### src/rtl/fetch_stage_if.sv
// ---------------------------------------------------------------------------
// fetch_stage_if
//
// Bundles every non-clock, non-reset signal of the RV32I fetch stage:
//   instruction-memory request/response channel
//     o_imem_req     fetch stage -> memory   request valid
//     o_imem_addr    fetch stage -> memory   word-aligned byte address
//     i_imem_rdy     memory -> fetch stage   request accepted this cycle
//     i_imem_rvalid  memory -> fetch stage   read data valid
//     i_imem_rdata   memory -> fetch stage   instruction word
//   pipeline control from decode/execute
//     i_stall        decode cannot accept, hold IF/ID
//     i_flush        kill IF/ID and the hold buffer
//     i_redirect     taken branch/jump, restart fetch
//     i_redirect_pc  redirect target (low two bits ignored)
//   IF/ID pipeline register towards decode
//     o_id_valid     slot holds a live instruction
//     o_id_inst      instruction (NOP when invalid)
//     o_id_pc        PC of o_id_inst
//     o_id_pc4       o_id_pc + 4
//
// The i_/o_ prefixes are from the fetch stage's point of view; the
// "master" modport is the fetch stage, "slave" is its environment
// (memory plus the rest of the pipeline).
// ---------------------------------------------------------------------------
interface fetch_stage_if;
    logic        o_imem_req;
    logic [31:0] o_imem_addr;
    logic        i_imem_rdy;
    logic        i_imem_rvalid;
    logic [31:0] i_imem_rdata;

    logic        i_stall;
    logic        i_flush;
    logic        i_redirect;
    logic [31:0] i_redirect_pc;

    logic        o_id_valid;
    logic [31:0] o_id_inst;
    logic [31:0] o_id_pc;
    logic [31:0] o_id_pc4;

    modport master (
        output o_imem_req,
        output o_imem_addr,
        input  i_imem_rdy,
        input  i_imem_rvalid,
        input  i_imem_rdata,
        input  i_stall,
        input  i_flush,
        input  i_redirect,
        input  i_redirect_pc,
        output o_id_valid,
        output o_id_inst,
        output o_id_pc,
        output o_id_pc4
    );

    modport slave (
        input  o_imem_req,
        input  o_imem_addr,
        output i_imem_rdy,
        output i_imem_rvalid,
        output i_imem_rdata,
        output i_stall,
        output i_flush,
        output i_redirect,
        output i_redirect_pc,
        input  o_id_valid,
        input  o_id_inst,
        input  o_id_pc,
        input  o_id_pc4
    );
endinterface

### src/rtl/fetch_stage.sv
// ---------------------------------------------------------------------------
// fetch_stage
//
// Instruction-fetch stage and IF/ID pipeline register of the RV32I core.
// Owns the fetch PC, issues word reads to instruction memory with at most
// one request outstanding, and hands instructions to decode through the
// IF/ID register. A one-entry hold buffer absorbs the single response that
// can land while decode is stalled, so nothing is lost or duplicated.
// Redirects (taken branch/jump) restart fetch at a new PC; a response that
// belongs to a request issued before the redirect is discarded.
//
// Parameters
//   RESET_PC   first fetch address after reset (word aligned)
//   NOP_INST   instruction presented when the IF/ID slot is empty
//
// Ports
//   i_clk      clock, rising edge
//   i_rst_n    asynchronous active-low reset
//   bus        fetch_stage_if.master: imem channel, pipeline control,
//              IF/ID outputs (see fetch_stage_if.sv)
// ---------------------------------------------------------------------------
module fetch_stage #(
    parameter logic [31:0] RESET_PC = 32'h0000_0000,
    parameter logic [31:0] NOP_INST = 32'h0000_0013
) (
    input  logic          i_clk,
    input  logic          i_rst_n,
    fetch_stage_if.master bus
);

    // IDLE : only right after reset, gives one quiet cycle
    // REQ  : request pending on the bus (or blocked by a full hold buffer)
    // WAIT : exactly one request outstanding
    // DROP : outstanding response is stale and must be swallowed
    typedef enum logic [1:0] {
        IDLE = 2'd0,
        REQ  = 2'd1,
        WAIT = 2'd2,
        DROP = 2'd3
    } state_t;

    state_t      state_reg, state_next;

    logic [31:0] pc_reg, pc_next;            // next address to issue
    logic [31:0] infl_pc_reg, infl_pc_next;  // address of outstanding request

    logic        hold_valid_reg, hold_valid_next;
    logic [31:0] hold_inst_reg, hold_inst_next;
    logic [31:0] hold_pc_reg, hold_pc_next;

    logic        id_valid_reg, id_valid_next;
    logic [31:0] id_inst_reg, id_inst_next;
    logic [31:0] id_pc_reg, id_pc_next;

    logic        kill;          // IF/ID and hold contents die this cycle
    logic        resp_live;     // response belongs to the current fetch stream
    logic        ifid_open;     // IF/ID register loads this cycle
    logic        resp_to_ifid;  // live response goes straight into IF/ID
    logic        imem_req;
    logic        accept;

    // -----------------------------------------------------------------------
    // Shared decode of this cycle's events
    // -----------------------------------------------------------------------
    assign kill      = bus.i_flush | bus.i_redirect;
    // A redirect discards whatever arrives in the same cycle.
    assign resp_live = (state_reg == WAIT) & bus.i_imem_rvalid & ~bus.i_redirect;
    // Flush overrides stall: an emptied slot may take the live response.
    assign ifid_open = kill | ~bus.i_stall | ~id_valid_reg;
    // While hold_valid no request is ever issued, so a live response and a
    // full hold buffer never meet; the response may use the open slot.
    assign resp_to_ifid = resp_live & ifid_open;

    assign accept = imem_req & bus.i_imem_rdy;

    // -----------------------------------------------------------------------
    // FSM: state register
    // -----------------------------------------------------------------------
    always_ff @(posedge i_clk or negedge i_rst_n) begin
        if (!i_rst_n) begin
            state_reg <= IDLE;
        end else begin
            state_reg <= state_next;
        end
    end

    // -----------------------------------------------------------------------
    // FSM: next-state logic
    // -----------------------------------------------------------------------
    always_comb begin
        state_next = state_reg;
        unique case (state_reg)
            IDLE: begin
                state_next = REQ;
            end
            REQ: begin
                if (bus.i_redirect) begin
                    // A request accepted alongside the redirect fetches the
                    // old PC; its response must be thrown away.
                    state_next = accept ? DROP : REQ;
                end else if (accept) begin
                    state_next = WAIT;
                end
            end
            WAIT: begin
                if (bus.i_redirect) begin
                    state_next = bus.i_imem_rvalid ? REQ : DROP;
                end else if (bus.i_imem_rvalid) begin
                    // Back-to-back request keeps one in flight.
                    state_next = accept ? WAIT : REQ;
                end
            end
            DROP: begin
                if (bus.i_imem_rvalid) begin
                    state_next = REQ;
                end
            end
            default: begin
                state_next = IDLE;
            end
        endcase
    end

    // -----------------------------------------------------------------------
    // FSM: outputs
    // -----------------------------------------------------------------------
    always_comb begin
        imem_req = 1'b0;
        unique case (state_reg)
            REQ:     imem_req = ~hold_valid_reg;
            // Issue the next request in the same cycle as the response only
            // when that response does not need the hold buffer.
            WAIT:    imem_req = resp_to_ifid;
            default: imem_req = 1'b0;
        endcase
    end

    assign bus.o_imem_req  = imem_req;
    assign bus.o_imem_addr = pc_reg;

    // -----------------------------------------------------------------------
    // Datapath next-state: PC, hold buffer, IF/ID
    // -----------------------------------------------------------------------
    always_comb begin
        pc_next        = pc_reg;
        infl_pc_next   = infl_pc_reg;
        hold_valid_next = hold_valid_reg;
        hold_inst_next = hold_inst_reg;
        hold_pc_next   = hold_pc_reg;
        id_valid_next  = id_valid_reg;
        id_inst_next   = id_inst_reg;
        id_pc_next     = id_pc_reg;

        // Fetch PC: redirect wins over the post-accept increment.
        if (bus.i_redirect) begin
            pc_next = {bus.i_redirect_pc[31:2], 2'b00};
        end else if (accept) begin
            pc_next = pc_reg + 32'd4;
        end

        if (accept) begin
            infl_pc_next = pc_reg;
        end

        // Hold buffer: emptied by kill or by draining into IF/ID; filled by
        // a live response that finds IF/ID occupied and stalled.
        if (kill) begin
            hold_valid_next = 1'b0;
        end else if (ifid_open && hold_valid_reg) begin
            hold_valid_next = 1'b0;
        end else if (resp_live && !resp_to_ifid) begin
            hold_valid_next = 1'b1;
            hold_inst_next  = bus.i_imem_rdata;
            hold_pc_next    = infl_pc_reg;
        end

        // IF/ID: the hold buffer is older than any live response, so it
        // drains first. Killed hold contents are skipped.
        if (ifid_open) begin
            if (hold_valid_reg && !kill) begin
                id_valid_next = 1'b1;
                id_inst_next  = hold_inst_reg;
                id_pc_next    = hold_pc_reg;
            end else if (resp_live) begin
                id_valid_next = 1'b1;
                id_inst_next  = bus.i_imem_rdata;
                id_pc_next    = infl_pc_reg;
            end else begin
                id_valid_next = 1'b0;
                id_inst_next  = NOP_INST;
            end
        end
    end

    // -----------------------------------------------------------------------
    // Datapath registers
    // -----------------------------------------------------------------------
    always_ff @(posedge i_clk or negedge i_rst_n) begin
        if (!i_rst_n) begin
            pc_reg         <= RESET_PC;
            infl_pc_reg    <= RESET_PC;
            hold_valid_reg <= 1'b0;
            hold_inst_reg  <= NOP_INST;
            hold_pc_reg    <= 32'd0;
            id_valid_reg   <= 1'b0;
            id_inst_reg    <= NOP_INST;
            id_pc_reg      <= 32'd0;
        end else begin
            pc_reg         <= pc_next;
            infl_pc_reg    <= infl_pc_next;
            hold_valid_reg <= hold_valid_next;
            hold_inst_reg  <= hold_inst_next;
            hold_pc_reg    <= hold_pc_next;
            id_valid_reg   <= id_valid_next;
            id_inst_reg    <= id_inst_next;
            id_pc_reg      <= id_pc_next;
        end
    end

    assign bus.o_id_valid = id_valid_reg;
    assign bus.o_id_inst  = id_inst_reg;
    assign bus.o_id_pc    = id_pc_reg;
    assign bus.o_id_pc4   = id_pc_reg + 32'd4;   // wraps at 2^32

endmodule

### src/flat_wrapper.sv
// flat-port wrapper written by rule: the top's interface ports become plain ports
module fetch_stage_flat 
#(
    parameter logic [31:0] RESET_PC = 32'h0000_0000,
    parameter logic [31:0] NOP_INST = 32'h0000_0013
)
  (i_clk, i_rst_n, bus_o_imem_req, bus_o_imem_addr, bus_i_imem_rdy, bus_i_imem_rvalid, bus_i_imem_rdata, bus_i_stall, bus_i_flush, bus_i_redirect, bus_i_redirect_pc, bus_o_id_valid, bus_o_id_inst, bus_o_id_pc, bus_o_id_pc4);
  fetch_stage_if bus_i ();
  input  logic i_clk;
  input  logic i_rst_n;
  output wire logic [$bits(bus_i.o_imem_req)-1:0] bus_o_imem_req;
  output wire logic [$bits(bus_i.o_imem_addr)-1:0] bus_o_imem_addr;
  input wire logic [$bits(bus_i.i_imem_rdy)-1:0] bus_i_imem_rdy;
  input wire logic [$bits(bus_i.i_imem_rvalid)-1:0] bus_i_imem_rvalid;
  input wire logic [$bits(bus_i.i_imem_rdata)-1:0] bus_i_imem_rdata;
  input wire logic [$bits(bus_i.i_stall)-1:0] bus_i_stall;
  input wire logic [$bits(bus_i.i_flush)-1:0] bus_i_flush;
  input wire logic [$bits(bus_i.i_redirect)-1:0] bus_i_redirect;
  input wire logic [$bits(bus_i.i_redirect_pc)-1:0] bus_i_redirect_pc;
  output wire logic [$bits(bus_i.o_id_valid)-1:0] bus_o_id_valid;
  output wire logic [$bits(bus_i.o_id_inst)-1:0] bus_o_id_inst;
  output wire logic [$bits(bus_i.o_id_pc)-1:0] bus_o_id_pc;
  output wire logic [$bits(bus_i.o_id_pc4)-1:0] bus_o_id_pc4;
  assign bus_o_imem_req = bus_i.o_imem_req;
  assign bus_o_imem_addr = bus_i.o_imem_addr;
  assign bus_i.i_imem_rdy = bus_i_imem_rdy;
  assign bus_i.i_imem_rvalid = bus_i_imem_rvalid;
  assign bus_i.i_imem_rdata = bus_i_imem_rdata;
  assign bus_i.i_stall = bus_i_stall;
  assign bus_i.i_flush = bus_i_flush;
  assign bus_i.i_redirect = bus_i_redirect;
  assign bus_i.i_redirect_pc = bus_i_redirect_pc;
  assign bus_o_id_valid = bus_i.o_id_valid;
  assign bus_o_id_inst = bus_i.o_id_inst;
  assign bus_o_id_pc = bus_i.o_id_pc;
  assign bus_o_id_pc4 = bus_i.o_id_pc4;
  fetch_stage #(.RESET_PC(RESET_PC), .NOP_INST(NOP_INST)) u_core (.i_clk(i_clk), .i_rst_n(i_rst_n), .bus(bus_i));
endmodule
### config.mk
export PLATFORM = sky130hd
export DESIGN_NAME = fetch_stage_flat
export DESIGN_NICKNAME = d
export VERILOG_FILES = /design/src/rtl/fetch_stage_if.sv /design/src/rtl/fetch_stage.sv /design/src/flat_wrapper.sv
export SDC_FILE = /design/constraint.sdc
export NUM_CORES = 1
export LEC_CHECK = 0
export ABC_AREA = 1
export CAP_MARGIN = 20
export CORE_MARGIN = 2
export CORE_UTILIZATION = 35
export DETAILED_ROUTE_END_ITERATION = 10
export PLACE_DENSITY = 0.65
export SLEW_MARGIN = 20
export SYNTH_ARGS = -nofsm -noshare
export SYNTH_HDL_FRONTEND = slang
export SYNTH_SLANG_ARGS = --single-unit
### constraint.sdc
create_clock -name i_clk -period 3.7 [get_ports i_clk]
set_input_delay 0.74 -clock i_clk [delete_from_list [all_inputs] [get_ports i_clk]]
set_output_delay 0.74 -clock i_clk [all_outputs]
set_load 0.01 [all_outputs]
==> summary.md <==
| Metric | Value |
|---|---|
| Warnings from Yosys | `0` |
| Number of synthesized flops with an enable pin | `0` |
| Top FF cell, synth | `dfrtp_1` |
| Cts hold-fix bufs | `0` |
| Share of cells above drive strength 1 | `5.83%` |
| Reg-to-reg slack, setup | `1.47 ns` |
| Routability cong. | `0.903` |
| Yosys reg bits | `188` |
| Total Wirelength | `25800 um` |
| CORE AREA | `26900 um^2` |
| Fin nets | `1453` |
| Clock skew | `0.0101 ns` |
| Sequential area share after synthesis | `49.3%` |
| CP arrival | `2.78 ns` |
| Filler Cell Count | `2629` |
| Largest net degree at the start of global routing | `118` |
| Slew HR | `55.1%` |
| Synth Cell Area | `9560 um^2` |
| Clock Latency Late Sink | `0.43 ns` |
| Port Buffers | `192` |
| Routed vias | `8358` |
| Post-placement worst setup slack | `0.496 ns` |
| # Max-Cap Violations | `0` |
| Syn-to-layout area delta | `29.4%` |
| Mapped Cells | `1207` |
| DRC | `0` |
| Endpoints failing hold | `0` |
| Wire length per cell | `14.9 um` |
| Crit end category | `output pin` |
| Resized Gates After CTS | `0` |
| DP Cell Count | `1699` |
| Final setup margin | `0.176 ns` |
| Antenna violations before repair | `0` |
| Hold slack | `0.290 ns` |
| Final slew viol count | `0` |
| CTS tree | `done` |
| Initial Util | `35.6%` |
| Boundary Pins | `201` |
| Vias in the first global route | `7808` |
| Kind of critical path | `register to output pin` |
| Worst r2r src | `u_core.state_reg[0]` |
| Root Buffer | `clkbuf_16` |
| Post-synth top area cell | `dfrtp_1` |
| Peak VDD IR | `0.289 mV` |
| Number of cell rows | `60` |
| Crit Reg-Reg Endpoint | `u_core.bus.o_id_pc[30]` |
| Postcts setup bufs | `0` |
| Clock Sinks | `188` |
| Power density over cell area | `596 nW/um^2` |
| Critical Path RT | `2.96 ns` |
| Layout Cells excl Fill | `1731` |
| FF+latch area | `4710 um^2` |
| First-pass GRT wire length | `41800 um` |
| Crit Path Max Fanout | `4` |
| Final setup vio count | `0` |
| Synth cell types | `37` |
| Iteration-0 DRC count of the detailed router | `659` |
| Pre-antenna DRT Iters | `5` |
| Chip height | `169 um` |
| CP startpoint kind | `register` |
| Ant. Diodes | `0` |
| Asr flop ratio synth | `100%` |
| Period minus WS final | `3.52 ns` |
| HP Class | `input pin to asynchronous set/reset pin` |
| Chip Width | `169 um` |
| Avg Cell Area, Syn | `7.92 um^2` |
| Reg2reg path depth | `10` |
| Final period util | `95.3%` |
| Leak | `5.77 nW` |
| GR Overflow Total | `0` |
| Longest Clk Path Bufs | `2` |
| Final antenna-violating net count | `0` |
| Area contributors post-synth | `dfrtp_1 48%, nand2_1 14%, o21ai_0 5.6%` |
| H-tree depth | `4` |
| Reg clk slew, reported paths | `0.08 ns` |
| Area share of the leading cell type in the synthesized netlist | `47.7%` |
| FMAX | `0.284 GHz` |
| Die area | `28600 um^2` |
| GRT Total Usage | `18.2%` |
| Detail Placement HPWL | `18700 um` |
| Number of CTS-inserted buffers | `17` |
| Vias per inst | `4.83` |
| Multi-input gate area | `4040 um^2` |
| Status | `completed` |
| Least-Margin Pin Slew | `0.674 ns` |
[cells by family (layout without fill, tap and decap cells)]
kind of cell | count (synthesis) | count (layout) | synth area share, %
AOI/OAI and AO/OA | 193 | 193 | 11.6
xor gates and xnor gates | 42 | 42 | 3.85
adders and majority gates | 5 | 5 | 0.655
buffers and inverters | 201 | 379 | 8.72
DFF | 188 | 188 | 49.3
muxes | 7 | 7 | 0.825
other | 1 | 6 | 0.0392
and+or+nand+nor | 570 | 570 | 25.0
[critical path, cell delays in order (launching register included)]
cell,delay [ns]
dfrtp_1,0.41
ha_1,0.20
nand2_1,0.08
nor2_2,0.11
nand3_1,0.18
nor2_4,0.18
nand2_1,0.14
nor2_2,0.19
nand2_1,0.10
xor2_1,0.20
clkdlybuf4s50_1,0.57
[where the power goes]
| group | switching (W) | internal [W] | leakage (nW) |
|---|---|---|---|
| Clock | 0.000870 | 0.000955 | 0.274 |
| Combinational | 0.00133 | 0.00125 | 3.08 |
| Sequential | 0.000504 | 0.00246 | 2.41 |
[layer usage]
| metal | wire, um | up-vias | track usage [%] |
|---|---|---|---|
| met5 | 0 | - | 0 |
| met4 | 403 | 0 | 4.83 |
| met3 | 1380 | 31 | 3.66 |
| met2 | 11500 | 215 | 27.4 |
| met1 | 12500 | 3908 | 26.9 |
| li1 | - | 4204 | - |
[metrics by stage]
stage / setup TNS (ns) / power [W] / util (%) / instance area (um^2)
floorplan: 0 / 0.00414 / - / 9570
global placement: 0 / 0.00554 / 43.8 / 11800
detailed placement: 0 / 0.00559 / 43.8 / 11800
CTS: 0 / 0.00743 / 46.0 / 12400
global route: -0.00718 / 0.00785 / 46.0 / 12400
finish: 0 / 0.00737 / 46.0 / 12400
[worst max-delay path by stage]
| stage | startpoint | to | slack [ns] | cells after the start |
|---|---|---|---|---|
| floorplan | u_core.bus.o_id_pc[3] | bus_o_id_pc4[18] | 1.30 | 9 |
| global placement | u_core.bus.o_id_pc[3] | bus_o_id_pc4[18] | 0.53 | 10 |
| detailed placement | u_core.bus.o_id_pc[3] | bus_o_id_pc4[18] | 0.50 | 10 |
| CTS | u_core.bus.o_id_pc[3] | bus_o_id_pc4[18] | 0.03 | 10 |
| global route | u_core.bus.o_id_pc[3] | bus_o_id_pc4[18] | -0.007 | 10 |
| finish | u_core.bus.o_id_pc[3] | bus_o_id_pc4[18] | 0.18 | 10 |
[Yosys cell counts, types with 2 or more instances]
master,number
nand2_1,361
dfrtp_1,182
inv_1,137
o21ai_0,106
nor2_1,93
nand3_1,68
xor2_1,42
a31oi_1,37
clkbuf_1,32
o211ai_1,32
nor3_1,19
buf_2,13
nand4_1,13
a21oi_1,11
buf_4,10
mux2_2,7
dfstp_2,6
ha_1,5
o21ai_1,5
inv_2,4
buf_6,3
nand2_2,3
nor2_2,3
nand2_4,2
[final cells by class]
| type | instances | area share, % |
|---|---|---|
| Tap cell | 341 | 3.45 |
| Clock buffer | 17 | 3.44 |
| Multi-Input combinational cell | 823 | 32.7 |
| Clock inverter | 15 | 1.30 |
| Inverter | 142 | 4.33 |
| Timing Repair Buffer | 205 | 16.7 |
| Sequential cell | 188 | 38.1 |
[cells in the final DEF (no fill, tap or decap), types with 2 or more instances in the layout]
master | netlist | layout
nand4_1 | 13 | 13
clkinv_4 | 0 | 3
inv_1 | 137 | 137
dfrtp_1 | 182 | 182
clkdlybuf4s50_1 | 0 | 191
inv_2 | 4 | 4
dfstp_2 | 6 | 6
nand3_4 | 1 | 2
nor3_1 | 19 | 19
inv_8 | 0 | 2
nor2_2 | 3 | 3
clkinvlp_4 | 0 | 4
a31oi_1 | 37 | 37
nand2_4 | 2 | 2
o21ai_1 | 5 | 5
o21ai_0 | 106 | 106
buf_4 | 10 | 10
xor2_1 | 42 | 42
nand2_1 | 361 | 361
nand2_2 | 3 | 3
inv_6 | 0 | 4
a21oi_1 | 11 | 11
mux2_2 | 7 | 7
nand3_1 | 68 | 68
clkbuf_16 | 0 | 17
o211ai_1 | 32 | 32
nor2_1 | 93 | 92
buf_12 | 0 | 3
ha_1 | 5 | 5
nor2_4 | 1 | 2
conb_1 | 1 | 6
(Power assumes the default switching activity.)
